$ cat src/rtl/cpu_pkg.sv
// Shared CPU definitions: fetch widths, reset PC and the fetch->decode payload.
package cpu_pkg;

    localparam int unsigned ADDR_W  = 8;
    localparam int unsigned INSTR_W = 32;
    localparam int unsigned FETCH_DEPTH = 2;
    localparam logic [ADDR_W-1:0] RESET_PC = '0;

    typedef struct packed {
        logic [ADDR_W-1:0]  pc;
        logic [INSTR_W-1:0] instr;
    } fetch_entry_t;

endpackage

$ cat src/rtl/fetch_fifo.sv
// Small synchronous FIFO with a single-cycle flush; head is read combinationally.
module fetch_fifo #(
    parameter int unsigned WIDTH = 40,
    parameter int unsigned DEPTH = 2
) (
    input  logic                       clock,
    input  logic                       reset_n,
    input  logic                       flush,
    input  logic                       push,
    input  logic [WIDTH-1:0]           push_data,
    input  logic                       pop,
    output logic [WIDTH-1:0]           head_data,
    output logic [$clog2(DEPTH+1)-1:0] count
);

    localparam int unsigned PTR_W = (DEPTH > 1) ? $clog2(DEPTH) : 1;
    localparam int unsigned CNT_W = $clog2(DEPTH+1);

    logic [WIDTH-1:0] mem [DEPTH];
    logic [PTR_W-1:0] rptr;
    logic [PTR_W-1:0] wptr;

    // Entry storage; contents are only meaningful below count, so no reset.
    always_ff @(posedge clock) begin
        if (push && !flush) begin
            mem[wptr] <= push_data;
        end
    end

    // Pointers and occupancy; flush empties the queue in one cycle.
    always_ff @(posedge clock) begin
        if (!reset_n || flush) begin
            rptr  <= '0;
            wptr  <= '0;
            count <= '0;
        end else begin
            if (push) begin
                wptr <= wptr + PTR_W'(1);
            end
            if (pop) begin
                rptr <= rptr + PTR_W'(1);
            end
            case ({push, pop})
                2'b10:   count <= count + CNT_W'(1);
                2'b01:   count <= count - CNT_W'(1);
                default: count <= count;
            endcase
        end
    end

    assign head_data = mem[rptr];

endmodule

$ cat src/rtl/instr_fetch.sv
// Instruction fetch front end: PC register, imem addressing and skid FIFO to decode.
module instr_fetch
    import cpu_pkg::*;
#(
    parameter int unsigned       ADDR_W   = cpu_pkg::ADDR_W,
    parameter int unsigned       INSTR_W  = cpu_pkg::INSTR_W,
    parameter logic [ADDR_W-1:0] RESET_PC = cpu_pkg::RESET_PC,
    parameter int unsigned       DEPTH    = cpu_pkg::FETCH_DEPTH
) (
    input  logic               clock,
    input  logic               reset_n,
    input  logic               fetch_en,
    output logic [ADDR_W-1:0]  imem_addr,
    input  logic [INSTR_W-1:0] imem_data,
    input  logic               redirect,
    input  logic [ADDR_W-1:0]  redirect_pc,
    output logic               out_valid,
    input  logic               out_ready,
    output logic [INSTR_W-1:0] out_instr,
    output logic [ADDR_W-1:0]  out_pc
);

    localparam int unsigned CNT_W   = $clog2(DEPTH+1);
    localparam int unsigned ENTRY_W = ADDR_W + INSTR_W;

    logic [ADDR_W-1:0]  pc;
    logic [CNT_W-1:0]   count;
    logic [ENTRY_W-1:0] head_data;
    logic               pop_c;
    logic               push_c;

    // Handshake and push qualification; redirect suppresses the push.
    always_comb begin
        pop_c  = 1'b0;
        push_c = 1'b0;
        pop_c  = out_valid && out_ready;
        push_c = fetch_en && !redirect && ((count < CNT_W'(DEPTH)) || pop_c);
    end

    // Program counter: reset, then redirect, then sequential advance on push.
    always_ff @(posedge clock) begin
        if (!reset_n) begin
            pc <= RESET_PC;
        end else if (redirect) begin
            pc <= redirect_pc;
        end else if (push_c) begin
            pc <= pc + ADDR_W'(1);
        end
    end

    fetch_fifo #(
        .WIDTH (ENTRY_W),
        .DEPTH (DEPTH)
    ) u_fifo (
        .clock     (clock),
        .reset_n   (reset_n),
        .flush     (redirect),
        .push      (push_c),
        .push_data ({pc, imem_data}),
        .pop       (pop_c),
        .head_data (head_data),
        .count     (count)
    );

    // Head presentation; zeroed while the FIFO is empty.
    always_comb begin
        out_valid = 1'b0;
        out_pc    = '0;
        out_instr = '0;
        imem_addr = pc;
        if (count != '0) begin
            out_valid = 1'b1;
            out_pc    = head_data[ENTRY_W-1 -: ADDR_W];
            out_instr = head_data[INSTR_W-1:0];
        end
    end

endmodule

$ cat config.mk
export PLATFORM = sky130hd
export DESIGN_NAME = instr_fetch
export DESIGN_NICKNAME = d
export VERILOG_FILES = /design/src/rtl/cpu_pkg.sv /design/src/rtl/fetch_fifo.sv /design/src/rtl/instr_fetch.sv
export SDC_FILE = /design/constraint.sdc
export NUM_CORES = 1
export LEC_CHECK = 0
export BUFFER_PORTS_ARGS = -buffer_cell sky130_fd_sc_hd__buf_4
export CAP_MARGIN = 0
export CORE_ASPECT_RATIO = 1.25
export CORE_UTILIZATION = 45
export CTS_BUF_LIST = sky130_fd_sc_hd__clkbuf_8
export DETAILED_ROUTE_END_ITERATION = 6
export GPL_ROUTABILITY_DRIVEN = 1
export PLACE_DENSITY_LB_ADDON = 0.1
export SLEW_MARGIN = 5
export SYNTH_ARGS = -nofsm -noshare
export SYNTH_HDL_FRONTEND = slang
export SYNTH_SLANG_ARGS = --single-unit
$ cat constraint.sdc
create_clock -name clock -period 3.37 [get_ports clock]
set_input_delay 0.337 -clock clock [delete_from_list [all_inputs] [get_ports clock]]
set_output_delay 0.337 -clock clock [all_outputs]
set_load 0.01 [all_outputs]
Yosys cells after proc, flatten, opt, wreduce, memory -nomap -nowiden
Memories as Yosys holds them, arrays and structs flattened. A register that Yosys moved wholly into a read port is not among the register bits.
Index checks and enable logic that the tools add are counted.
Widths: inputs -> output; s select.

cells by class
  add/subtract/negate cells = 5
  order comparisons = 1
  equality and inequality tests = 2
  multiplexer cells = 10
  reductions and logical operators = 11

operators with widths
  cell                 count
  $mux 32              1
  $mux 8               3
  $add 8x1->8 const B  1
  $reduce_bool 2->1    3
  $mux 1               5
  $logic_and 1x1->1    4
  $pmux 2 s2           1
  $add 1x1->1 const B  2
  $add 2x1->2 const B  1
  $eq 2x1->1 const B   1
  $eq 2x2->1 const B   1
  $logic_not 1->1      2
  $logic_or 1x1->1     2
  $lt 2x2->1 const B   1
  $sub 2x1->2 const B  1

storage, ports and cells
  register bits after elaboration = 12
  memory bits (writable) = 80
  input bits = 45
  output and inout bits = 49
  word-level logic and storage cells = 34
  memories = 1

memories
  name        words  width  rd ports  clocked after Yosys merged registers in  wr ports  line              RTL
  u_fifo.mem  2      40     1         1                                        1         fetch_fifo.sv:19  logic [WIDTH-1:0] mem [DEPTH];

Longest topological paths before layout
Gate-level depths: netlist of the first run.

  depth in word-level cells = 8
  gate-level depth with buffers = 7

Cells and area by module
Synthesis of the first run repeated with hierarchy kept, for this count alone.

unflattened totals
  cells, all modules = 244
  area total of the unflattened synthesis = 3788.6 um2

modules (own cells, without submodules)
  module       instances  cells each  area each (um2)  seq. area each (um2)
  fetch_fifo   1          146         3074.2           2502.4
  instr_fetch  1          98          714.4            160.2

Worst setup path before layout of the first run
Ideal clock, no wire load.

  path kind = in2reg
  start point = input redirect
  end point = memory u_fifo.mem[0][0] (enable)
  setup time = 437 ps
  arrival time = 2612 ps
  required time = 2933 ps
  path slack = 320 ps
  stages = 4
  cells stage by stage = inv_1 > clkbuf_1 > nand3_1 > nor2_1

between the ends
  longest elaborated chain between the ends = 6

ends and longest elaborated chain
  item                              line                                 RTL
  start: declaration                instr_fetch.sv:15                    input logic redirect,
  $logic_not 1->1 (*)               fetch_fifo.sv:25, instr_fetch.sv:37
  $logic_and 1x1->1 (2 in series)   instr_fetch.sv:37                    push_c = fetch_en && !redirect && ((count < CNT_W'(DEPTH)) || pop_c);
  $logic_and 1x1->1 (*)             fetch_fifo.sv:25                     if (push && !flush) begin
  $mux 1 (*)                        fetch_fifo.sv:25
  $mux 1 (not written as such) (*)  fetch_fifo.sv:26                     mem[wptr] <= push_data;
  end: declaration                  fetch_fifo.sv:19

Mark *: on every way between the ends. The rest lies on a longest branch, timed or not.

Final worst setup path of the first run
  start point = register u_fifo.count[1]
  end point = output out_instr[7]

between the ends
  longest elaborated chain between the ends = 2

ends and longest elaborated chain
  item                      line               RTL
  start: declaration        fetch_fifo.sv:13   output logic [$clog2(DEPTH+1)-1:0] count
  start signal: assignment  fetch_fifo.sv:44   2'b10: count <= count + CNT_W'(1);
  start signal: assignment  fetch_fifo.sv:45   2'b01: count <= count - CNT_W'(1);
  start signal: assignment  fetch_fifo.sv:46   default: count <= count;
  $reduce_bool 2->1         instr_fetch.sv:71  if (count != '0) begin
  $mux 32                   instr_fetch.sv:71
  end: declaration          instr_fetch.sv:19  output logic [INSTR_W-1:0] out_instr,

Every way passes these cells.

==> results of run 1 <==
## state kept, by name (all words and copies together), names as in the netlist, named ones only
signal        cells
u_fifo.mem       80
imem_addr         8
u_fifo.count      2
u_fifo.rptr       1
u_fifo.wptr       1
## kinds of logic (layout without fill, tap and decap cells)
family / Yosys count / in the layout / share of synthesized area
AOI/OAI and AO/OA: 19 / 19 / 0.0272
xor gates and xnor gates: 10 / 10 / 0.0241
adders and majority gates: 2 / 2 / 0.00689
buffers and inverters: 13 / 119 / 0.0148
DFF: 93 / 93 / 0.733
muxes: 41 / 41 / 0.113
and+or+nand+nor: 66 / 66 / 0.0810
## power by group
| group | leakage, uW | switching (uW) | internal, uW |
|---|---|---|---|
| logic | 0.000777 | 91.3 | 93.3 |
| registers | 0.000845 | 21.4 | 1290 |
| clock network | 0.0000903 | 366 | 339 |
| total | 0.00171 | 479 | 1720 |
## metal layers
metal	GRT usage	part of all wire
met4	0.0648	0.015
met3	0.0482	0.053
met5	0	0
met1	0.196	0.40
met2	0.280	0.53
## how the worst max path moves through the flow
stage                                      start                           to  slack, ps
floorplan                               redirect   u_fifo.mem[0][0]$_DFFE_PP_        320
finish              u_fifo.count[1]$_SDFFE_PP0P_                 out_instr[7]       1470
CTS                 u_fifo.count[1]$_SDFFE_PP0P_                    out_pc[1]       1410
global placement                        redirect  u_fifo.mem[1][24]$_DFFE_PP_       1150
global route                            redirect  u_fifo.mem[0][30]$_DFFE_PP_       1330
detailed placement                      redirect  u_fifo.mem[1][24]$_DFFE_PP_       1130
## area by class of cell
| type | count | area [um^2] | share of cell area |
|---|---|---|---|
| flip-flops and latches | 93 | 2660 | 0.570 |
| multi-input cells | 138 | 938 | 0.201 |
| repair buffers | 100 | 751 | 0.161 |
| clock buffers | 9 | 124 | 0.0265 |
| well taps | 95 | 119 | 0.0254 |
| clock inverters | 7 | 68.8 | 0.0147 |
| inverters | 3 | 11.3 | 0.00241 |
## cells in the final DEF (no fill, tap or decap), types with 2 or more instances in the layout
| cell | instances |
|---|---|
| nand4_1 | 2 |
| edfxtp_1 | 80 |
| o21ai_0 | 9 |
| xnor2_1 | 7 |
| buf_4 | 100 |
| a21oi_1 | 8 |
| dfxtp_1 | 12 |
| mux2i_1 | 41 |
| ha_1 | 2 |
| inv_1 | 3 |
| nor2_1 | 45 |
| nor2_4 | 3 |
| nand2_1 | 3 |
| clkbuf_8 | 9 |
| clkinvlp_4 | 3 |
| xor2_1 | 3 |
| nand3_1 | 3 |
| nor3_1 | 3 |
## metrics by stage
step	power, uW	utilization	std cells	hold slack, ps
2_1_floorplan	1420	-	244	436
3_3_place_gp	1520	0.575	429	499
3_5_place_dp	1530	0.575	429	510
4_1_cts	2220	0.600	445	153
5_1_grt	2290	0.600	445	137
6_report	2200	0.600	445	166
==> results.yml, run 1 <==
yosys:
  netlist_area_um2: 3630
  synth_flop_cell: "edfxtp_1"
  synth_common_cells: "edfxtp_1 (80), nor2_1 (48), mux2i_1 (41), dfxtp_1 (13), o21ai_0 (9)"
  synth_area_leader_cell: "edfxtp_1"
  synth_edf_count: 80
  synth_cells: 244
  async_reset_ff_frac: 0
  synth.avg_cell_area_um2: 14.9
  ys_seq_elements: 93
  seq_area_frac_synth: 0.733
  yosysTopAreaCellShare: 0.661
  ys_types: 26
  ys_warn_count: 0
  netlist_top_cells_area: "edfxtp_1 (66%), mux2i_1 (11%), dfxtp_1 (7.2%), nor2_1 (5.0%), xnor2_1 (1.7%)"
  synth_nets: 291
  synth.most_common_cell: "edfxtp_1"
routing:
  via_count: 2236
  routed_via_density: 5.02
  first_iter_violations: 99
  drtPass1Iterations: 4
  drtAntennaViolNets: 0
  drc: 0
  routedWlPerCell_um: 14.7
  drt_wl_total_um: 6540
worst_setup_path:
  path_cells: "nor2_4 -> buf_4 -> nor2_1 -> buf_4"
  critPathKind: "reg -> out"
  crit_path_end_kind: "output port"
  cp_top_family: "buffers and inverters"
  critPathMaxFanout: 40
  cp_slowest_cell: "buf_4"
  required_ps: 3030
  r2r_end: "u_fifo.mem[1][12]$_DFFE_PP_"
  crit_arrival_ps: 1560
  crit_top_cell: "buf_4"
  reg2reg_depth: 4
  max_stage_delay_ps: 390
  cp_num_buf_inv: 2
  r2r-start: "u_fifo.count[1]$_SDFFE_PP0P_"
  rrSetupSlack_ps: 1540
  startpoint_type: "flop"
  path_depth: 4
clock_network:
  cts_tree: "built"
  cts.clk_slew.worst_paths_ps: 90
  postCtsResizedCells: 0
  htreeDepth: 3
  postCtsHoldBufs: 0
  clkLatencyLatePin_ps: 350
  numClockSinks: 93
  post_cts_buffers: 0
  cts_root_buffer: "clkbuf_8"
  cts_made_buffers: 9
  clockBufferDepth: 2
sta:
  min_period_ps: 1900
  relSlewSlack: 0.646
  finClkSkew_ps: 10.6
  tightest_slew_ps: 530
  fin_crit_sh: 0.563
  final_max_slew_viol_count: 0
  fin_setup_tns_ps: 0
  postLayoutSetupSlackWorst_ps: 1470
  rsz0062_at_grt: "false"
  max_freq_mhz: 527
  setup_viol: 0
  finalHoldViolCount: 0
floorplanning:
  die_area_um2: 8440
  ios: 94
  die_w_um: 82.4
  start_util: 0.466
  die-height_um: 102
  rows: 36
  core-area_um2: 7790
layout:
  fin_nets: 392
  syn_to_final_growth_pct: 28.7
  fillCellCount: 659
  drive_gt1_frac: 0.349
  post-route-cell-area_um2: 4680
  diodes: 0
power_and_ir_drop:
  power_density_nw_per_um2: 471
  vdd_drop_max_v: 0.000215
  total_leakage_power_uw: 0.00171
hold_path:
  hp-start: "imem_data[28]"
  holdPathStages: 1
  min_to: "u_fifo.mem[1][28]$_DFFE_PP_"
  hp-class: "in -> reg"
job:
  maxCapViolations: 0
place:
  placed_area_um2: 4480
  port-buffer-count: 93
  dp_slack_ps: 1130
  place_congestion: 0.773
  hpwl_um: 4540
global_route:
  antenna_found_initial: 0
  grt_usage: 0.165
  grt_max_degree: 41
  grt_pass1_vias: 2060
  grt_overflow: 0
  grt_pass1_wl_um: 9940
outcome:
  status: "finished clean"
(Power assumes the default switching activity.)
==> inputs of run 2 (changes only) <==
==> constraint.sdc (replaced) <==
create_clock -name clock -period 1.9 [get_ports clock]
set_input_delay 0.19 -clock clock [delete_from_list [all_inputs] [get_ports clock]]
set_output_delay 0.19 -clock clock [all_outputs]
set_load 0.01 [all_outputs]
==> results.yml, run 2 (synthesis results as in run 1) <==
sta:
  relSlewSlack: 0.701
  holdWs_ps: 23.2
  postLayoutSetupSlackWorst_ps: 112
  setup_viol: 0
  fin_crit_sh: 0.941
  max_freq_mhz: 559
  finClkSkew_ps: 8.07
  min_period_ps: 1790
  rsz0062_at_grt: "false"
  finalHoldViolCount: 0
  final_max_slew_viol_count: 0
  tightest_slew_ps: 449
floorplanning:
  start_util: 0.466
  die_area_um2: 8440
  rows: 36
  ios: 94
  die-height_um: 102
  die_w_um: 82.4
  core-area_um2: 7790
global_route:
  antenna_found_initial: 0
  grt_max_degree: 41
  grt_usage: 0.166
  grt_pass1_vias: 2122
  grt_overflow: 0
  grt_pass1_wl_um: 9850
worst_setup_path:
  critPathMaxFanout: 40
  r2r-start: "u_fifo.count[1]$_SDFFE_PP0P_"
  rrSetupSlack_ps: 210
  crit_path_end_kind: "output port"
  startpoint_type: "flop"
  critPathKind: "reg -> out"
  reg2reg_depth: 5
  required_ps: 1710
  r2r_end: "u_fifo.count[1]$_SDFFE_PP0P_"
  crit_arrival_ps: 1600
routing:
  drtPass1Iterations: 5
  routedWlPerCell_um: 14.7
  via_count: 2256
  drc: 0
  routed_via_density: 4.99
  drtAntennaViolNets: 0
  first_iter_violations: 81
  drt_wl_total_um: 6650
hold_path:
  holdPathStages: 1
  hp-class: "in -> reg"
  min_to: "u_fifo.mem[0][25]$_DFFE_PP_"
  hp-start: "imem_data[25]"
clock_network:
  cts_tree: "built"
  cts.clk_slew.worst_paths_ps: 90
  postCtsResizedCells: 0
  post_cts_buffers: 0
  clockBufferDepth: 2
  cts_made_buffers: 9
  clkLatencyLatePin_ps: 350
  numClockSinks: 93
  htreeDepth: 3
  postCtsHoldBufs: 6
  cts_root_buffer: "clkbuf_8"
job:
  maxCapViolations: 0
outcome:
  status: "finished clean"
layout:
  syn_to_final_growth_pct: 30.3
  diodes: 0
  largest_reg_flops: 80
  drive_gt1_frac: 0.342
  multiInputGateArea_um2: 938
  fillCellCount: 652
  fin_nets: 399
  final_cell_mix: "buf_4 (101), edfxtp_1 (80), nor2_1 (45), mux2i_1 (41), dfxtp_1 (12)"
  post-route-cell-area_um2: 4730
  regMostFlops: "u_fifo.mem"
  regArea_um2: 2660
  final_common_cell: "buf_4"
place:
  dp_slack_ps: 195
  port-buffer-count: 93
  placed_area_um2: 4490
  place_congestion: 0.739
  hpwl_um: 4360
power_and_ir_drop:
  vdd_drop_max_v: 0.000603
  power_density_nw_per_um2: 820
  total_leakage_power_uw: 0.00175
  p_total_uw: 3880
## run 2: area by class of cell
class / count / area share
Inverter: 3 / 0.00238
Clock buffer: 9 / 0.0262
Timing Repair Buffer: 107 / 0.173
Tap cell: 95 / 0.0251
Sequential cell: 93 / 0.563
Clock inverter: 7 / 0.0124
Multi-Input combinational cell: 138 / 0.198
## run 2: per-stage QoR
stage           util  std cells  TNS, ps
5_1_grt        0.607        452        0
3_3_place_gp   0.576        430        0
3_5_place_dp   0.576        430        0
2_1_floorplan      -        244   -29640
4_1_cts        0.607        452        0
6_report       0.607        452        0
## run 2: worst max-delay path by stage
stage | end | cells after the start | start | slack, ps
floorplan | u_fifo.mem[1][0]$_DFFE_PP_ | 4 | redirect | -370
detailed placement | u_fifo.count[1]$_SDFFE_PP0P_ | 5 | u_fifo.count[1]$_SDFFE_PP0P_ | 190
CTS | out_pc[1] | 4 | u_fifo.count[1]$_SDFFE_PP0P_ | 70
finish | out_instr[16] | 4 | u_fifo.count[1]$_SDFFE_PP0P_ | 110
global route | out_pc[1] | 4 | u_fifo.count[1]$_SDFFE_PP0P_ | 20
global placement | u_fifo.count[1]$_SDFFE_PP0P_ | 5 | u_fifo.count[1]$_SDFFE_PP0P_ | 280
## run 2: critical path, stage by stage, from the launching register on
cell     delay, ps
dfxtp_1        380
nor2_4         150
buf_4          410
nor2_1         130
buf_4          170
## run 2: power by group
part | switching [uW] | total, uW | internal, uW
Clock | 622 | 1210 | 590
Combinational | 164 | 338 | 175
Sequential | 38.3 | 2330 | 2290
Total | 824 | 3880 | 3060
## run 2: routing by layer
| layer | vias up | track usage | wire (um) |
|---|---|---|---|
| met4 | 0 | 0.101 | 99 |
| met5 | - | 0 | 0 |
| met2 | 64 | 0.284 | 3630 |
| met1 | 1077 | 0.191 | 2620 |
| met3 | 9 | 0.0286 | 294 |
| li1 | 1106 | - | - |
==> inputs of run 3 (changes only) <==
--- a/config.mk
+++ b/config.mk
@@ -12,7 +12,7 @@
 export CTS_BUF_LIST = sky130_fd_sc_hd__clkbuf_8
 export DETAILED_ROUTE_END_ITERATION = 6
 export GPL_ROUTABILITY_DRIVEN = 1
-export PLACE_DENSITY_LB_ADDON = 0.1
+export PLACE_DENSITY = 0.78
 export SLEW_MARGIN = 5
 export SYNTH_ARGS = -nofsm -noshare
 export SYNTH_HDL_FRONTEND = slang
==> results.yml, run 3 (synthesis results as in run 1) <==
outcome:
  status: "finished clean"
layout:
  final_cells: 447
  regArea_um2: 2660
  post-route-cell-area_um2: 4760
  regMostFlops: "u_fifo.mem"
  drive_gt1_frac: 0.352
  final_common_cell: "buf_4"
  largest_reg_flops: 80
  diodes: 0
  multiInputGateArea_um2: 938
  syn_to_final_growth_pct: 31.1
  final_cell_mix: "buf_4 (98), edfxtp_1 (80), nor2_1 (45), mux2i_1 (41), dfxtp_1 (12)"
  fillCellCount: 612
  fin_nets: 394
floorplanning:
  die_w_um: 82.4
  die-height_um: 102
  rows: 36
  core-area_um2: 7790
  die_area_um2: 8440
  ios: 94
  start_util: 0.466
job:
  maxCapViolations: 0
clock_network:
  postCtsResizedCells: 0
  cts_tree: "built"
  numClockSinks: 93
  htreeDepth: 3
  cts_made_buffers: 9
  cts_root_buffer: "clkbuf_8"
  cts.clk_slew.worst_paths_ps: 80
  clkLatencyLatePin_ps: 340
  clockBufferDepth: 2
place:
  port-buffer-count: 93
  dp_slack_ps: 241
  dp_cells: 430
  hpwl_um: 4530
  place_congestion: 0.811
  placed_area_um2: 4530
global_route:
  grt_pass1_vias: 2104
  grt_max_degree: 41
  grt_usage: 0.170
  grt_overflow: 0
  antenna_found_initial: 0
  grt_pass1_wl_um: 10300
power_and_ir_drop:
  total_leakage_power_uw: 0.00176
  power_density_nw_per_um2: 858
  vdd_drop_max_v: 0.000440
worst_setup_path:
  cp_top_family: "buffers and inverters"
  path_cells: "nor2_4 -> buf_4 -> nor2_1 -> buf_4"
  startpoint_type: "flop"
  rrSetupSlack_ps: 210
  max_stage_delay_ps: 390
  critPathKind: "reg -> out"
  crit_arrival_ps: 1580
  critPathMaxFanout: 40
  crit_top_cell: "buf_4"
  required_ps: 1710
  cp_slowest_cell: "dfxtp_1"
  crit_path_end_kind: "output port"
  cp_num_buf_inv: 2
sta:
  max_freq_mhz: 564
  finalHoldViolCount: 0
  finClkSkew_ps: 9.63
  setup_viol: 0
  rsz0062_at_grt: "false"
  tightest_slew_ps: 435
  final_max_slew_viol_count: 0
  relSlewSlack: 0.710
  fin_crit_sh: 0.933
  postLayoutSetupSlackWorst_ps: 126
  min_period_ps: 1770
routing:
  wl_met3_um: 278
  drtPass1Iterations: 4
  routedWlPerCell_um: 15.0
  drc: 0
  first_iter_violations: 99
  drt_wl_total_um: 6690
  via_count: 2228
  routed_via_density: 4.98
  m1WireLength_um: 2710
  drtAntennaViolNets: 0
  route.met2.wl_um: 3540
  top_layer_used: "met4"
hold_path:
  hp-class: "in -> reg"
[run 3: cell count changes in the layout (fill, tap and decap cells not counted), sizes merged]
cell / delta
clkinvlp: -1
inv: -1
dlygate4sd3: -5
clkinv: -1
bufinv: +1
clkbuf: +2
[run 3: routing by layer]
| layer | global-route usage | up-vias |
|---|---|---|
| li1 | - | 1094 |
| met1 | 0.201 | 1064 |
| met2 | 0.285 | 57 |
| met3 | 0.0402 | 13 |
| met4 | 0.0904 | 0 |
| met5 | 0 | - |
[run 3: report_power, final]
part | switching, uW | leakage (uW) | total (uW) | internal [uW]
registers | 39.2 | 0.000845 | 2330 | 2290
logic | 165 | 0.000794 | 340 | 175
clock network | 612 | 0.000121 | 1420 | 804
total | 816 | 0.00176 | 4090 | 3270
[run 3: what timing repair did]
action | 4_1_cts | 5_1_grt
buffers inserted | 0 | 0
hold buffers | 1 | 0
hold endpoints to repair | 1 | 0
setup endpoints to repair | 0 | 0
[run 3: worst reg2reg max path: stages, from the launching register on]
cell and delay [ps]:
dfxtp_1 390, nor2_4 150, inv_2 40, and2_2 200, ha_1 340, or3_1 350
a21oi_1 150
[run 3: final cells by class]
type / instances / area share
multi-input cells: 138 / 0.197
clock inverters: 5 / 0.0155
inverters: 3 / 0.00236
flip-flops and latches: 93 / 0.559
well taps: 95 / 0.0250
clock buffers: 11 / 0.0318
repair buffers: 102 / 0.169
[run 3: per-stage QoR]
stage | hold WS (ps) | total power, uW | TNS (ps) | utilization
after floorplan | 289 | 2510 | -29640 | -
after global placement | 376 | 2710 | 0 | 0.581
after detailed placement | 379 | 2720 | 0 | 0.581
after CTS | 0.368 | 4140 | 0 | 0.611
after global routing | 1.38 | 4260 | 0 | 0.611
final | 32.7 | 4090 | 0 | 0.611
[run 3: worst paths after layout]
check | from | end | cells after the start
max | u_fifo.count[1]$_SDFFE_PP0P_ | out_pc[1] | 4
min | imem_data[11] | u_fifo.mem[1][11]$_DFFE_PP_ | 1
max reg2reg | u_fifo.count[1]$_SDFFE_PP0P_ | u_fifo.count[1]$_SDFFE_PP0P_ | 6
min reg2reg | u_fifo.rptr$_SDFFE_PP0P_ | flop | 2
